[config.mk]
export PLATFORM = sky130hd
export DESIGN_NAME = muldiv_unit
export DESIGN_NICKNAME = d
export VERILOG_FILES = /design/src/rtl/muldiv_unit.sv
export SDC_FILE = /design/constraint.sdc
export NUM_CORES = 2
export LEC_CHECK = 0
export ABC_AREA = 1
export CAP_MARGIN = 20
export CORE_ASPECT_RATIO = 0.9
export CORE_MARGIN = 1.5
export CORE_UTILIZATION = 61
export DETAILED_ROUTE_END_ITERATION = 8
export HOLD_SLACK_MARGIN = 0.15
export PLACE_DENSITY = 0.79
export REMOVE_ABC_BUFFERS = 1
export SYNTH_ARGS = -nofsm -noshare
export SYNTH_HDL_FRONTEND = slang
export SYNTH_SLANG_ARGS = --single-unit
[constraint.sdc]
create_clock -name clk -period 23.2 [get_ports clk]
set_input_delay 2.32 -clock clk [delete_from_list [all_inputs] [get_ports clk]]
set_output_delay 2.32 -clock clk [all_outputs]
set_load 0.05 [all_outputs]
[src/rtl/muldiv_unit.sv]
// muldiv_unit: iterative RV32M multiply/divide unit for the execute stage.
//
// Ports:
//   clk      - clock, all state updates on the rising edge
//   reset    - synchronous active-high reset
//   start    - operation request, only sampled while idle
//   kill     - pipeline flush, aborts any in-flight operation
//   funct3   - M-extension op select (MUL..REMU)
//   srcA     - rs1 operand
//   srcB     - rs2 operand
//   rd_in    - destination register tag accompanying the request
//   busy     - operation in flight, new requests are not accepted
//   done     - one-cycle pulse, result/rd_out valid
//   result   - result value, held until the next done
//   rd_out   - tag of result, held with result
//
// Latency: MUL family and the divide fast paths (divide by zero, signed
// overflow) pulse done two cycles after start; a real divide takes XLEN
// iterations plus a sign-fix cycle and pulses done at cycle XLEN+2.
module muldiv_unit #(
    parameter int unsigned XLEN = 32,
    parameter int unsigned TAGW = 5
) (
    input  logic            clk,
    input  logic            reset,
    input  logic            start,
    input  logic            kill,
    input  logic [2:0]      funct3,
    input  logic [XLEN-1:0] srcA,
    input  logic [XLEN-1:0] srcB,
    input  logic [TAGW-1:0] rd_in,
    output logic            busy,
    output logic            done,
    output logic [XLEN-1:0] result,
    output logic [TAGW-1:0] rd_out
);

    localparam int unsigned CW = $clog2(XLEN + 1);
    localparam logic [XLEN-1:0] INT_MIN = {1'b1, {(XLEN-1){1'b0}}};

    typedef enum logic [1:0] {
        IDLE,
        MUL,
        DIV,
        FIX
    } stateT;

    stateT           state;
    logic [1:0]      opReg;      // funct3[1:0] of the accepted op
    logic [XLEN-1:0] aReg;       // raw operands
    logic [XLEN-1:0] bReg;
    logic [XLEN-1:0] divisor;    // divisor magnitude
    logic [XLEN-1:0] quoReg;     // dividend magnitude shifting out, quotient shifting in
    logic [XLEN-1:0] remReg;     // partial remainder
    logic            negQ;
    logic            negR;
    logic            divZero;
    logic            divOvf;
    logic [TAGW-1:0] rdReg;
    logic [CW-1:0]   cnt;

    // Request-side decode, evaluated on the live inputs while idle.
    logic            divSigned;
    logic [XLEN-1:0] magA;
    logic [XLEN-1:0] magB;

    always_comb begin
        divSigned = ~funct3[0];
        magA      = (divSigned && srcA[XLEN-1]) ? ('0 - srcA) : srcA;
        magB      = (divSigned && srcB[XLEN-1]) ? ('0 - srcB) : srcB;
    end

    // Multiplier: operands sign- or zero-extended to 2*XLEN, so the low
    // 2*XLEN product bits equal those of the (XLEN+1)-bit signed product.
    logic              aSigned;
    logic              bSigned;
    logic [2*XLEN-1:0] aWide;
    logic [2*XLEN-1:0] bWide;
    logic [2*XLEN-1:0] product;
    logic [XLEN-1:0]   mulResult;

    always_comb begin
        aSigned   = (opReg == 2'b01) || (opReg == 2'b10);
        bSigned   = (opReg == 2'b01);
        aWide     = {{XLEN{aSigned & aReg[XLEN-1]}}, aReg};
        bWide     = {{XLEN{bSigned & bReg[XLEN-1]}}, bReg};
        product   = aWide * bWide;
        mulResult = (opReg == 2'b00) ? product[XLEN-1:0] : product[2*XLEN-1:XLEN];
    end

    // One restoring divide step: shift in the next dividend bit, try to
    // subtract the divisor, keep the difference only if it did not borrow.
    logic [XLEN:0] shifted;
    logic [XLEN:0] diff;
    logic          qBit;

    always_comb begin
        shifted = {remReg, quoReg[XLEN-1]};
        diff    = shifted - {1'b0, divisor};
        qBit    = ~diff[XLEN];
    end

    // Final result selection with sign correction and special cases.
    logic [XLEN-1:0] fixResult;

    always_comb begin
        fixResult = '0;
        if (divZero) begin
            fixResult = opReg[1] ? aReg : '1;
        end else if (divOvf) begin
            fixResult = opReg[1] ? '0 : INT_MIN;
        end else if (opReg[1]) begin
            fixResult = negR ? ('0 - remReg) : remReg;
        end else begin
            fixResult = negQ ? ('0 - quoReg) : quoReg;
        end
    end

    always_ff @(posedge clk) begin
        done <= 1'b0;
        if (reset) begin
            state   <= IDLE;
            busy    <= 1'b0;
            result  <= '0;
            rd_out  <= '0;
            cnt     <= '0;
            opReg   <= '0;
            aReg    <= '0;
            bReg    <= '0;
            divisor <= '0;
            quoReg  <= '0;
            remReg  <= '0;
            negQ    <= 1'b0;
            negR    <= 1'b0;
            divZero <= 1'b0;
            divOvf  <= 1'b0;
            rdReg   <= '0;
        end else if (kill) begin
            // Abort: drop back to idle without touching result/rd_out.
            state <= IDLE;
            busy  <= 1'b0;
        end else begin
            case (state)
                IDLE: begin
                    if (start) begin
                        busy    <= 1'b1;
                        opReg   <= funct3[1:0];
                        aReg    <= srcA;
                        bReg    <= srcB;
                        rdReg   <= rd_in;
                        negQ    <= divSigned & (srcA[XLEN-1] ^ srcB[XLEN-1]);
                        negR    <= divSigned & srcA[XLEN-1];
                        divZero <= 1'b0;
                        divOvf  <= 1'b0;
                        if (!funct3[2]) begin
                            state <= MUL;
                        end else if (srcB == '0) begin
                            divZero <= 1'b1;
                            state   <= FIX;
                        end else if (divSigned && srcA == INT_MIN && srcB == '1) begin
                            divOvf <= 1'b1;
                            state  <= FIX;
                        end else begin
                            quoReg  <= magA;
                            remReg  <= '0;
                            divisor <= magB;
                            cnt     <= '0;
                            state   <= DIV;
                        end
                    end
                end
                MUL: begin
                    // Multiply needs no sign fix, so the product is selected
                    // and published straight from this state, giving done in
                    // the same cycle a fast-path divide reaches it.
                    result <= mulResult;
                    rd_out <= rdReg;
                    done   <= 1'b1;
                    busy   <= 1'b0;
                    state  <= IDLE;
                end
                DIV: begin
                    remReg <= qBit ? diff[XLEN-1:0] : shifted[XLEN-1:0];
                    quoReg <= {quoReg[XLEN-2:0], qBit};
                    cnt    <= cnt + 1'b1;
                    if (cnt == CW'(XLEN - 1)) begin
                        state <= FIX;
                    end
                end
                FIX: begin
                    result <= fixResult;
                    rd_out <= rdReg;
                    done   <= 1'b1;
                    busy   <= 1'b0;
                    state  <= IDLE;
                end
                default: begin
                    state <= IDLE;
                    busy  <= 1'b0;
                end
            endcase
        end
    end

endmodule

==> reports/results.ini <==
[detailed_routing]
route.detailed.drc = 0
via_count = 50200
antenna_left = 0
first_pass_iters = 9
detail_route.wl_per_cell_um = 21.9
wirelength_mm = 190
drt-initial-drc-count = 5802
viasPerCell = 5.79

[finish]
final_cells = 8662
finalNetCount = 8925
final_cell_area_um2 = 58000
area_growth_pct = 5.04
drive_above_1_share = 0.0274

[global_routing]
overflow = 0
grtUsageTotal = 0.425
grt_pass1_wl_mm = 298
grt_pass1_vias = 51200
antenna_found_initial = 5
grt_max_degree = 100

[synth]
synth_edf_count = 0
synth_cell_types = 52
seq_area_frac_synth = 0.0790
syn-cell-area_um2 = 55200
netlist_instances = 7624
synth_seq_cells = 218
yosysWarnings = 0
async_flop_share = 0
syn_area_per_cell_um2 = 7.25
ys.flop_type = dfxtp_1

[die]
fp-row-count = 104
io_pins = 115
core-area_um2 = 89500
start_util = 0.617
fp.dieH_um = 289
dieArea_um2 = 92400
die_x_um = 320

[pwr]
p_seq_frac = 0.170
power.share.switching = 0.521
powerDensity_nw_per_um2 = 41.2
ir_drop_mv = 0.0597
finalPower_mw = 2.39
p_int_mw = 1.15
p_comb_frac = 0.622
leakagePower_nw = 30.2
power.share.clock = 0.208
p_switching_mw = 1.25

[timing]
finalClockSkew_ps = 46.7
fin_tns_setup_ps = 0
relSlewSlack = 0.280
finalSetupViolCount = 0
fin_crit_sh = 0.431
worstMarginPinSlew_ps = 1080
finalMaxSlewViolations = 0
rsz0062_at_grt = false
fmax_mhz = 100
fin_crit_ps = 10000
finalHoldViolations = 0

[clock_network]
cts_buffer_depth = 3
post_cts_buffers = 0
root_buffer = clkbuf_16
cts_hold_buffers = 0
clock_latency_ps = 620
cts_tree = yes
clk_pin_slew_ps = 80
numCtsBuffers = 28
ctsHtreeMaxLevel = 1
cts_sinks = 218
cts_resized = 0

[placement]
dp.cells = 8607
place_area_um2 = 57000
gp_congestion = 1.05
hpwl_mm = 150
io_buffers = 114

[setup_path]
path_class = flop to flop
start_kind = flop
endpoint_kind = flop
cp_top_family = adder cells
crit_path_frequent_cell = fa_1
critical_path.slowest_cell = fa_1
worstPathRequired_ps = 23720
crit_buf_inv = 8
crit_cells = 31
cp_slowest_stage_delay_ps = 730
reg2regPathDepth = 31
crit_fanout = 33
crit_arrival_ps = 10520

[job]
maxCapViolCount = 0

[worst_hold_path]
holdPathStages = 2
hold_path_class = flop to flop

[run_status]
outcome = complete, no violations

==> final timing paths <==
| path | from | end | slack, ps |
|---|---|---|---|
| worst max-delay path | opReg[1]$_SDFFE_PP0P_ | result[8]$_SDFFE_PP0P_ | 13200 |
| worst max register to register | opReg[1]$_SDFFE_PP0P_ | result[8]$_SDFFE_PP0P_ | 13200 |
| worst min register to register | result[27]$_SDFFE_PP0P_ | result[27]$_SDFFE_PP0P_ | 470 |
| worst min-delay path | result[27]$_SDFFE_PP0P_ | result[27]$_SDFFE_PP0P_ | 470 |
==> cells in the mapped netlist (all sizes together) (45+ instances only) <==
library cell  instances  area, µm²
a21oi               394       1980
clkbuf              342       1280
dfxtp               218       4360
fa                 1126      22500
ha                  252       3150
inv                1908       7160
nand2              1918       7230
nand3               339       1740
nand4                45        294
nor2                456       1740
nor3                 47        288
o21ai               331       1670
xor2                 50        438
==> worst register-to-register path: cells and delay by family, from the launching register on <==
kind | cells | cell delay, ps
fa+ha+maj | 10 | 4950
buf+inv | 8 | 1830
compound gates | 6 | 1550
simple gates | 7 | 1270
flops | 1 | 300
==> flip-flops by register name (all words and copies together), names as in the netlist <==
register	flops
rdReg	5
divZero	1
cnt	6
state	2
negQ	1
remReg	32
quoReg	32
negR	1
rd_out	5
divOvf	1
result	32
done	1
opReg	2
divisor	32
bReg	32
aReg	32
busy	1
==> cells by family after synthesis <==
kind of cell	Yosys count	synth area share
AO/OA/AOI/OAI	820	0.0787
AND/OR/NAND/NOR	2842	0.209
XOR/XNOR	70	0.0111
flip-flops	218	0.0790
buffers and inverters	2296	0.157
adder cells (fa/ha/maj)	1378	0.465
==> power groups by stage <==
stage / sequential, mW / clock (mW) / combinational, mW
after global routing: 0.409 / 0.514 / 1.62
final: 0.407 / 0.498 / 1.49
after global placement: 0.414 / 0 / 1.42
after detailed placement: 0.414 / 0 / 1.44
after CTS: 0.406 / 0.499 / 1.45
after floorplan: 0.463 / 0 / 0.840
==> per-layer routing <==
| layer | routed length (µm) | share of wire | GRT usage | vias up |
|---|---|---|---|---|
| li1 | - | - | - | 22000 |
| met1 | 73200 | 0.39 | 0.571 | 24400 |
| met2 | 81300 | 0.43 | 0.644 | 3022 |
| met3 | 23300 | 0.12 | 0.103 | 671 |
| met4 | 12100 | 0.064 | 0.222 | 2 |
| met5 | 11 | 0.000058 | 0 | - |
==> metrics by stage <==
step,setup slack [ps],util,hold slack (ps)
finish,13200,0.648,469
global route,12790,0.648,487
CTS,13440,0.648,471
detailed placement,13520,0.637,462
global placement,13710,0.637,448
floorplan,13960,-,438
==> final cells by class <==
cell class | instances | area (µm²)
multi-input combinational | 5110 | 42200
fill | 7913 | 31500
inverter | 1912 | 7180
sequential | 218 | 4370
timing repair buffer | 201 | 1790
tap | 1166 | 1460
clock buffer | 31 | 732
clock inverter | 21 | 292
antenna | 3 | 7.51
==> cell usage in the layout, fill, tap and decap left out, types with 28 or more instances in the layout <==
master,Yosys,final
a21oi_1,393,393
buf_4,7,87
clkbuf_16,0,28
clkdlybuf4s50_1,0,113
dfxtp_1,218,217
fa_1,1126,1126
ha_1,252,252
inv_1,1900,1897
nand2_1,1911,1911
nand3_1,332,332
nand4_1,43,43
nor2_1,446,441
nor3_1,39,39
o21ai_0,324,324
xor2_1,50,50
(Power assumes the default switching activity.)
